### config.mk
export PLATFORM = sky130hd
export DESIGN_NAME = mem_access_unit
export DESIGN_NICKNAME = d
export VERILOG_FILES = /design/src/rtl/mem_access_unit.sv
export SDC_FILE = /design/constraint.sdc
export NUM_CORES = 1
export LEC_CHECK = 0
export BUFFER_PORTS_ARGS = -buffer_cell sky130_fd_sc_hd__buf_2
export CELL_PAD_IN_SITES_DETAIL_PLACEMENT = 2
export CELL_PAD_IN_SITES_GLOBAL_PLACEMENT = 2
export CORE_ASPECT_RATIO = 1.5
export CORE_MARGIN = 10
export CORE_UTILIZATION = 24
export DETAILED_ROUTE_END_ITERATION = 16
export GPL_TIMING_DRIVEN = 0
export MAX_ROUTING_LAYER = met4
export PLACE_DENSITY = 0.72
export REMOVE_ABC_BUFFERS = 1
export SYNTH_ARGS = -nofsm -noshare
export SYNTH_HDL_FRONTEND = slang
export SYNTH_SLANG_ARGS = --single-unit
### constraint.sdc
create_clock -name clk -period 1.95 [get_ports clk]
set_input_delay 0.195 -clock clk [delete_from_list [all_inputs] [get_ports clk]]
set_output_delay 0.195 -clock clk [all_outputs]
set_load 0.02 [all_outputs]
### src/rtl/mem_access_unit.sv
`default_nettype none
// ============================================================================
//  Module   : mem_access_unit
//  Purpose  : Memory-stage data access engine. Turns EX/MEM load/store
//             control into one outstanding data-bus request, formats read
//             data for MEM/WB, stalls the pipeline while the bus is busy and
//             flags misaligned accesses and bus timeouts.
//  Revision : 1.0 - initial release
// ============================================================================
module mem_access_unit #(
  parameter int TIMEOUT = 16
) (
  input  logic        clk,
  input  logic        rst,
  input  logic        mem_rd,
  input  logic        mem_wr,
  input  logic [1:0]  mem_size,
  input  logic        mem_sign,
  input  logic [31:0] addr,
  input  logic [31:0] wdata,
  output logic        bus_req,
  output logic        bus_we,
  output logic [31:0] bus_addr,
  output logic [31:0] bus_wdata,
  output logic [3:0]  bus_be,
  input  logic [31:0] bus_rdata,
  input  logic        bus_ack,
  output logic [31:0] load_data,
  output logic        stall,
  output logic        align_err,
  output logic        bus_err
);

  localparam int CW = $clog2(TIMEOUT + 1);

  typedef enum logic [1:0] {
    IDLE = 2'd0,
    BUSY = 2'd1,
    DONE = 2'd2
  } state_t;

  state_t        state_q, state_d;
  logic [CW-1:0] cnt_q, cnt_d;
  logic          req_q, req_d;
  logic          we_q, we_d;
  logic [31:0]   addr_q, addr_d;
  logic [31:0]   wdata_q, wdata_d;
  logic [3:0]    be_q, be_d;
  logic [31:0]   load_q, load_d;
  logic          align_q, align_d;
  logic          berr_q, berr_d;
  // Access attributes captured at issue; read data is formatted with these
  // because EX/MEM may legally change once the bus is owned.
  logic [1:0]    off_q, off_d;
  logic [1:0]    size_q, size_d;
  logic          sign_q, sign_d;

  logic          w_acc;
  logic          w_mis;
  logic [3:0]    w_be;
  logic [31:0]   w_wdata;
  logic [7:0]    w_byte;
  logic [15:0]   w_half;
  logic [31:0]   w_fmt;

  assign w_acc = mem_rd | mem_wr;

  // Misalignment check on the incoming access.
  always_comb begin
    w_mis = 1'b0;
    case (mem_size)
      2'b00:   w_mis = 1'b0;
      2'b01:   w_mis = addr[0];
      default: w_mis = (addr[1:0] != 2'b00);
    endcase
  end

  // Byte enables and lane-replicated store data for the incoming access.
  always_comb begin
    w_be    = 4'b1111;
    w_wdata = wdata;
    case (mem_size)
      2'b00: begin
        w_be    = 4'b0001 << addr[1:0];
        w_wdata = {4{wdata[7:0]}};
      end
      2'b01: begin
        w_be    = addr[1] ? 4'b1100 : 4'b0011;
        w_wdata = {2{wdata[15:0]}};
      end
      default: begin
        w_be    = 4'b1111;
        w_wdata = wdata;
      end
    endcase
  end

  // Lane select and sign/zero extension of returning read data.
  always_comb begin
    w_byte = bus_rdata[7:0];
    case (off_q)
      2'd0: w_byte = bus_rdata[7:0];
      2'd1: w_byte = bus_rdata[15:8];
      2'd2: w_byte = bus_rdata[23:16];
      2'd3: w_byte = bus_rdata[31:24];
      default: w_byte = bus_rdata[7:0];
    endcase
    w_half = off_q[1] ? bus_rdata[31:16] : bus_rdata[15:0];
    case (size_q)
      2'b00:   w_fmt = {{24{sign_q & w_byte[7]}}, w_byte};
      2'b01:   w_fmt = {{16{sign_q & w_half[15]}}, w_half};
      default: w_fmt = bus_rdata;
    endcase
  end

  // Pipeline hold: an aligned access in IDLE stalls immediately so the
  // instruction stays put until its DONE cycle.
  assign stall = ((state_q == IDLE) & w_acc & ~w_mis) | (state_q == BUSY);

  // Next-state and registered-output logic.
  always_comb begin
    state_d = state_q;
    cnt_d   = cnt_q;
    req_d   = req_q;
    we_d    = we_q;
    addr_d  = addr_q;
    wdata_d = wdata_q;
    be_d    = be_q;
    load_d  = load_q;
    off_d   = off_q;
    size_d  = size_q;
    sign_d  = sign_q;
    align_d = 1'b0;
    berr_d  = 1'b0;
    case (state_q)
      IDLE: begin
        if (w_acc) begin
          if (w_mis) begin
            align_d = 1'b1;
            load_d  = 32'h0;
          end else begin
            addr_d  = {addr[31:2], 2'b00};
            we_d    = mem_wr;
            be_d    = w_be;
            wdata_d = w_wdata;
            off_d   = addr[1:0];
            size_d  = mem_size;
            sign_d  = mem_sign;
            req_d   = 1'b1;
            cnt_d   = CW'(1);
            state_d = BUSY;
          end
        end
      end
      BUSY: begin
        if (bus_ack) begin
          req_d   = 1'b0;
          load_d  = we_q ? 32'h0 : w_fmt;
          state_d = DONE;
        end else if (cnt_q == CW'(TIMEOUT)) begin
          req_d   = 1'b0;
          berr_d  = 1'b1;
          load_d  = 32'h0;
          state_d = DONE;
        end else begin
          cnt_d = cnt_q + CW'(1);
        end
      end
      DONE: begin
        // One idle-ahead cycle so the retiring instruction is not reissued.
        cnt_d   = '0;
        state_d = IDLE;
      end
      default: begin
        req_d   = 1'b0;
        cnt_d   = '0;
        state_d = IDLE;
      end
    endcase
  end

  // State and output registers with synchronous active-low reset.
  always_ff @(posedge clk) begin
    if (!rst) begin
      state_q <= IDLE;
      cnt_q   <= '0;
      req_q   <= 1'b0;
      we_q    <= 1'b0;
      addr_q  <= 32'h0;
      wdata_q <= 32'h0;
      be_q    <= 4'h0;
      load_q  <= 32'h0;
      off_q   <= 2'b00;
      size_q  <= 2'b00;
      sign_q  <= 1'b0;
      align_q <= 1'b0;
      berr_q  <= 1'b0;
    end else begin
      state_q <= state_d;
      cnt_q   <= cnt_d;
      req_q   <= req_d;
      we_q    <= we_d;
      addr_q  <= addr_d;
      wdata_q <= wdata_d;
      be_q    <= be_d;
      load_q  <= load_d;
      off_q   <= off_d;
      size_q  <= size_d;
      sign_q  <= sign_d;
      align_q <= align_d;
      berr_q  <= berr_d;
    end
  end

  assign bus_req   = req_q;
  assign bus_we    = we_q;
  assign bus_addr  = addr_q;
  assign bus_wdata = wdata_q;
  assign bus_be    = be_q;
  assign load_data = load_q;
  assign align_err = align_q;
  assign bus_err   = berr_q;

endmodule
`default_nettype wire

==> metrics.md <==
| Metric | Value |
|---|---|
| Drt first pass iters | 4 |
| DRT iter0 DRCs | 170 |
| Fin cells | 1112 |
| Crit-path max FO | 7 |
| Syn Std Cell Area | 5220 um2 |
| Routability cong. | 0.741 |
| Final period util | 0.995 |
| Critical path arrival | 2.23 ns |
| Syn Inst Count | 610 |
| Share of cells above drive strength 1 | 0.372 |
| # clock sinks | 114 |
| Reg-to-Reg Start | cnt_q[0]$_SDFFE_PN0P_ |
| Routed Antenna Nets | 0 |
| Worst EP required | 2.24 ns |
| Initial antenna violation count | 1 |
| Initial Utilization | 0.242 |
| Slew Viols, Final | 0 |
| Storage cell area | 2300 um2 |
| Die Span Y | 201 um |
| CTS buffer count | 17 |
| Post-Route WL | 22.8 mm |
| CTS tree | yes |
| Clk_skew | 0.00460 ns |
| Worst Hold Class | primary input to flop |
| Skew-Pair Late Insertion Delay | 0.43 ns |
| Drt via density | 4.92 |
| Asr flop ratio synth | 0 |
| Placed insts | 1042 |
| Root buffer cell | clkbuf_16 |
| Pwr dens | 924 nW/um2 |
| Min Tclk post-route | 1.94 ns |
| TNS Setup | 0 ns |
| Number of cells on the worst reg-to-reg path | 7 |
| Power, Total | 6.92 mW |
| Core Util, Final | 0.348 |
| Area Overhead vs Synth | 43.5% |
| Number of flops mapped to enable cells by yosys | 0 |
| Area of the multi-input gates | 2730 um2 |
| Number of synthesized register bits | 114 |
| CP endpoint kind | flop |
| Clock slew at reported path FFs | 0.06 ns |
| Peak supply drop | 0.521 mV |
| Setup crit start kind | flop |
| CP startpoint | cnt_q[0]$_SDFFE_PN0P_ |
| Post-Syn Area per Cell | 8.56 um2 |
| Hold Fails Final Rpt | 0 |
| Number of global-route vias before repair | 5969 |
| Grt ovf | 0 |
| Post-DP Area | 6460 um2 |
| Io pins | 209 |
| Clk buf depth | 2 |
| Worst hold slack | 0.0205 ns |
| Layout fillers | 2480 |
| Fin area | 7490 um2 |
| Drt wl/cell | 20.5 um |
| # rows | 66 |
| Port-buffer cells | 206 |
| Maximum clock rate | 515 MHz |
| Outcome | finished clean |
| Maxcap violations | 0 |
| Syn. warnings | 0 |
| H-Tree Depth | 4 |
| Final setup fails | 0 |
| DRC | 0 |
| Fin nets | 933 |
| P_leak | 3.26 nW |
| Register area share after synthesis | 0.437 |
| Hold path startpoint | addr[30] |
| Relative slew slack | 0.411 |
| Detailed-route via count | 5475 |
| Setup WS pre-CTS | -0.907 ns |
| Die X | 140 um |
| Kind of critical path | flop to flop |
| DP Wirelength | 15.2 mm |
| Count of cell types in the netlist | 51 |
| DIE AREA | 28200 um2 |
| Final worst slack | 0.00996 ns |
| Hold Crit Depth | 3 |
| Largest net degree at the start of global routing | 77 |
| Synth Flop Type | dfxtp_1 |
| Core area | 21600 um2 |
| First-pass GRT wire length | 34.4 mm |
| Tot GR Track Use | 0.157 |
| Slew @ Worst Pin | 0.883 ns |
## synth_stat cells (all sizes together), types with 2 or more instances
cell	count	share of area
a211oi	10	0.017
a21oi	70	0.067
a221o	7	0.014
a22o	18	0.033
a22oi	2	0.0055
a311oi	8	0.013
a32o	7	0.013
and3	2	0.0024
buf	21	0.026
clkbuf	31	0.022
dfxtp	114	0.44
ha	2	0.0048
inv	15	0.011
mux2	10	0.022
mux2i	16	0.031
mux4	7	0.030
nand2	123	0.088
nand2b	27	0.033
nand3	3	0.0029
nand4	2	0.0024
nor2	32	0.023
nor2b	3	0.0036
nor3	15	0.014
o21ai	29	0.028
o21bai	2	0.0029
o22ai	7	0.0084
o2bb2ai	7	0.012
o31ai	3	0.0043
or2	2	0.0024
or4	3	0.0043
## cell usage in the layout (no fill, tap or decap), types with 8 or more instances in the layout
master,Yosys,layout
nand2b_1,26,26
clkinv_2,0,8
inv_1,15,14
a211oi_1,9,9
mux2i_1,16,16
o21ai_0,28,28
nor3_1,15,13
a22o_2,10,10
nand2_1,123,122
buf_4,3,9
buf_2,11,204
dfxtp_1,114,106
nor2_1,32,31
a22o_1,8,8
a21oi_1,70,68
dlygate4sd3_1,0,27
mux2_2,10,10
clkbuf_16,0,17
a311oi_1,8,8
## routing by layer
metal,part of all wire,global-route usage,vias up
li1,-,-,2597
met1,0.38,0.159,2683
met2,0.54,0.277,163
met3,0.056,0.0495,32
met4,0.023,0.0577,0
met5,0,-,-
## worst max-delay path, stage by stage (launching register included)
cell	delay [ns]
dfxtp_4	0.36
inv_1	0.04
ha_1	0.18
and4bb_2	0.27
o311a_4	0.40
buf_4	0.16
o31ai_1	0.28
a21oi_1	0.10
## power by group
group          internal, mW  switching [mW]  total [mW]
combinational         0.497           0.762        1.26
clock                  1.92            1.16        3.08
sequential             2.47           0.119        2.59
total                  4.88            2.04        6.92
## timing repair
| item | 4_1_cts | 5_1_grt |
|---|---|---|
| endpoints found under the hold margin | 27 | 0 |
| hold buffers | 27 | 0 |
| endpoints found under the setup margin | 91 | 71 |
| setup buffers | 4 | 5 |
| resized for setup | 9 | 18 |
| pin swaps | 2 | 6 |
| gates cloned | 0 | 2 |
## final timing paths
| kind | to | slack, ns |
|---|---|---|
| max | cnt_q[4]$_SDFFE_PN0P_ | 0.01 |
| min | bus_addr[30]$_SDFFE_PN0P_ | 0.02 |
| max reg2reg | cnt_q[4]$_SDFFE_PN0P_ | 0.01 |
| min reg2reg | bus_addr[16]$_SDFFE_PN0P_ | 0.45 |
## flip-flops by register name, indices dropped and copies added (netlist names), 2 cells and up
| name | cells |
|---|---|
| off_q | 2 |
| load_data | 32 |
| cnt_q | 5 |
| bus_wdata | 32 |
| bus_addr | 30 |
| size_q | 2 |
| bus_be | 4 |
| state_q | 2 |
## cell families after synthesis
family	count (synthesis)	synth area share
and+or+nand+nor	218	0.187
AOI/OAI and AO/OA	175	0.230
DFF	114	0.437
buffers and inverters	67	0.0587
muxes	33	0.0824
adders and majority gates	2	0.00479
other	1	0.000718
## area by class of cell
class                   instances  share of cell area
multi-input cells             432               0.364
flip-flops and latches        114               0.308
repair buffers                247               0.199
clock buffers                  19              0.0604
well taps                     272              0.0454
clock inverters                12              0.0154
inverters                      15             0.00785
diodes                          1            0.000334
No activity file was read; power rests on OpenSTA's default activity.
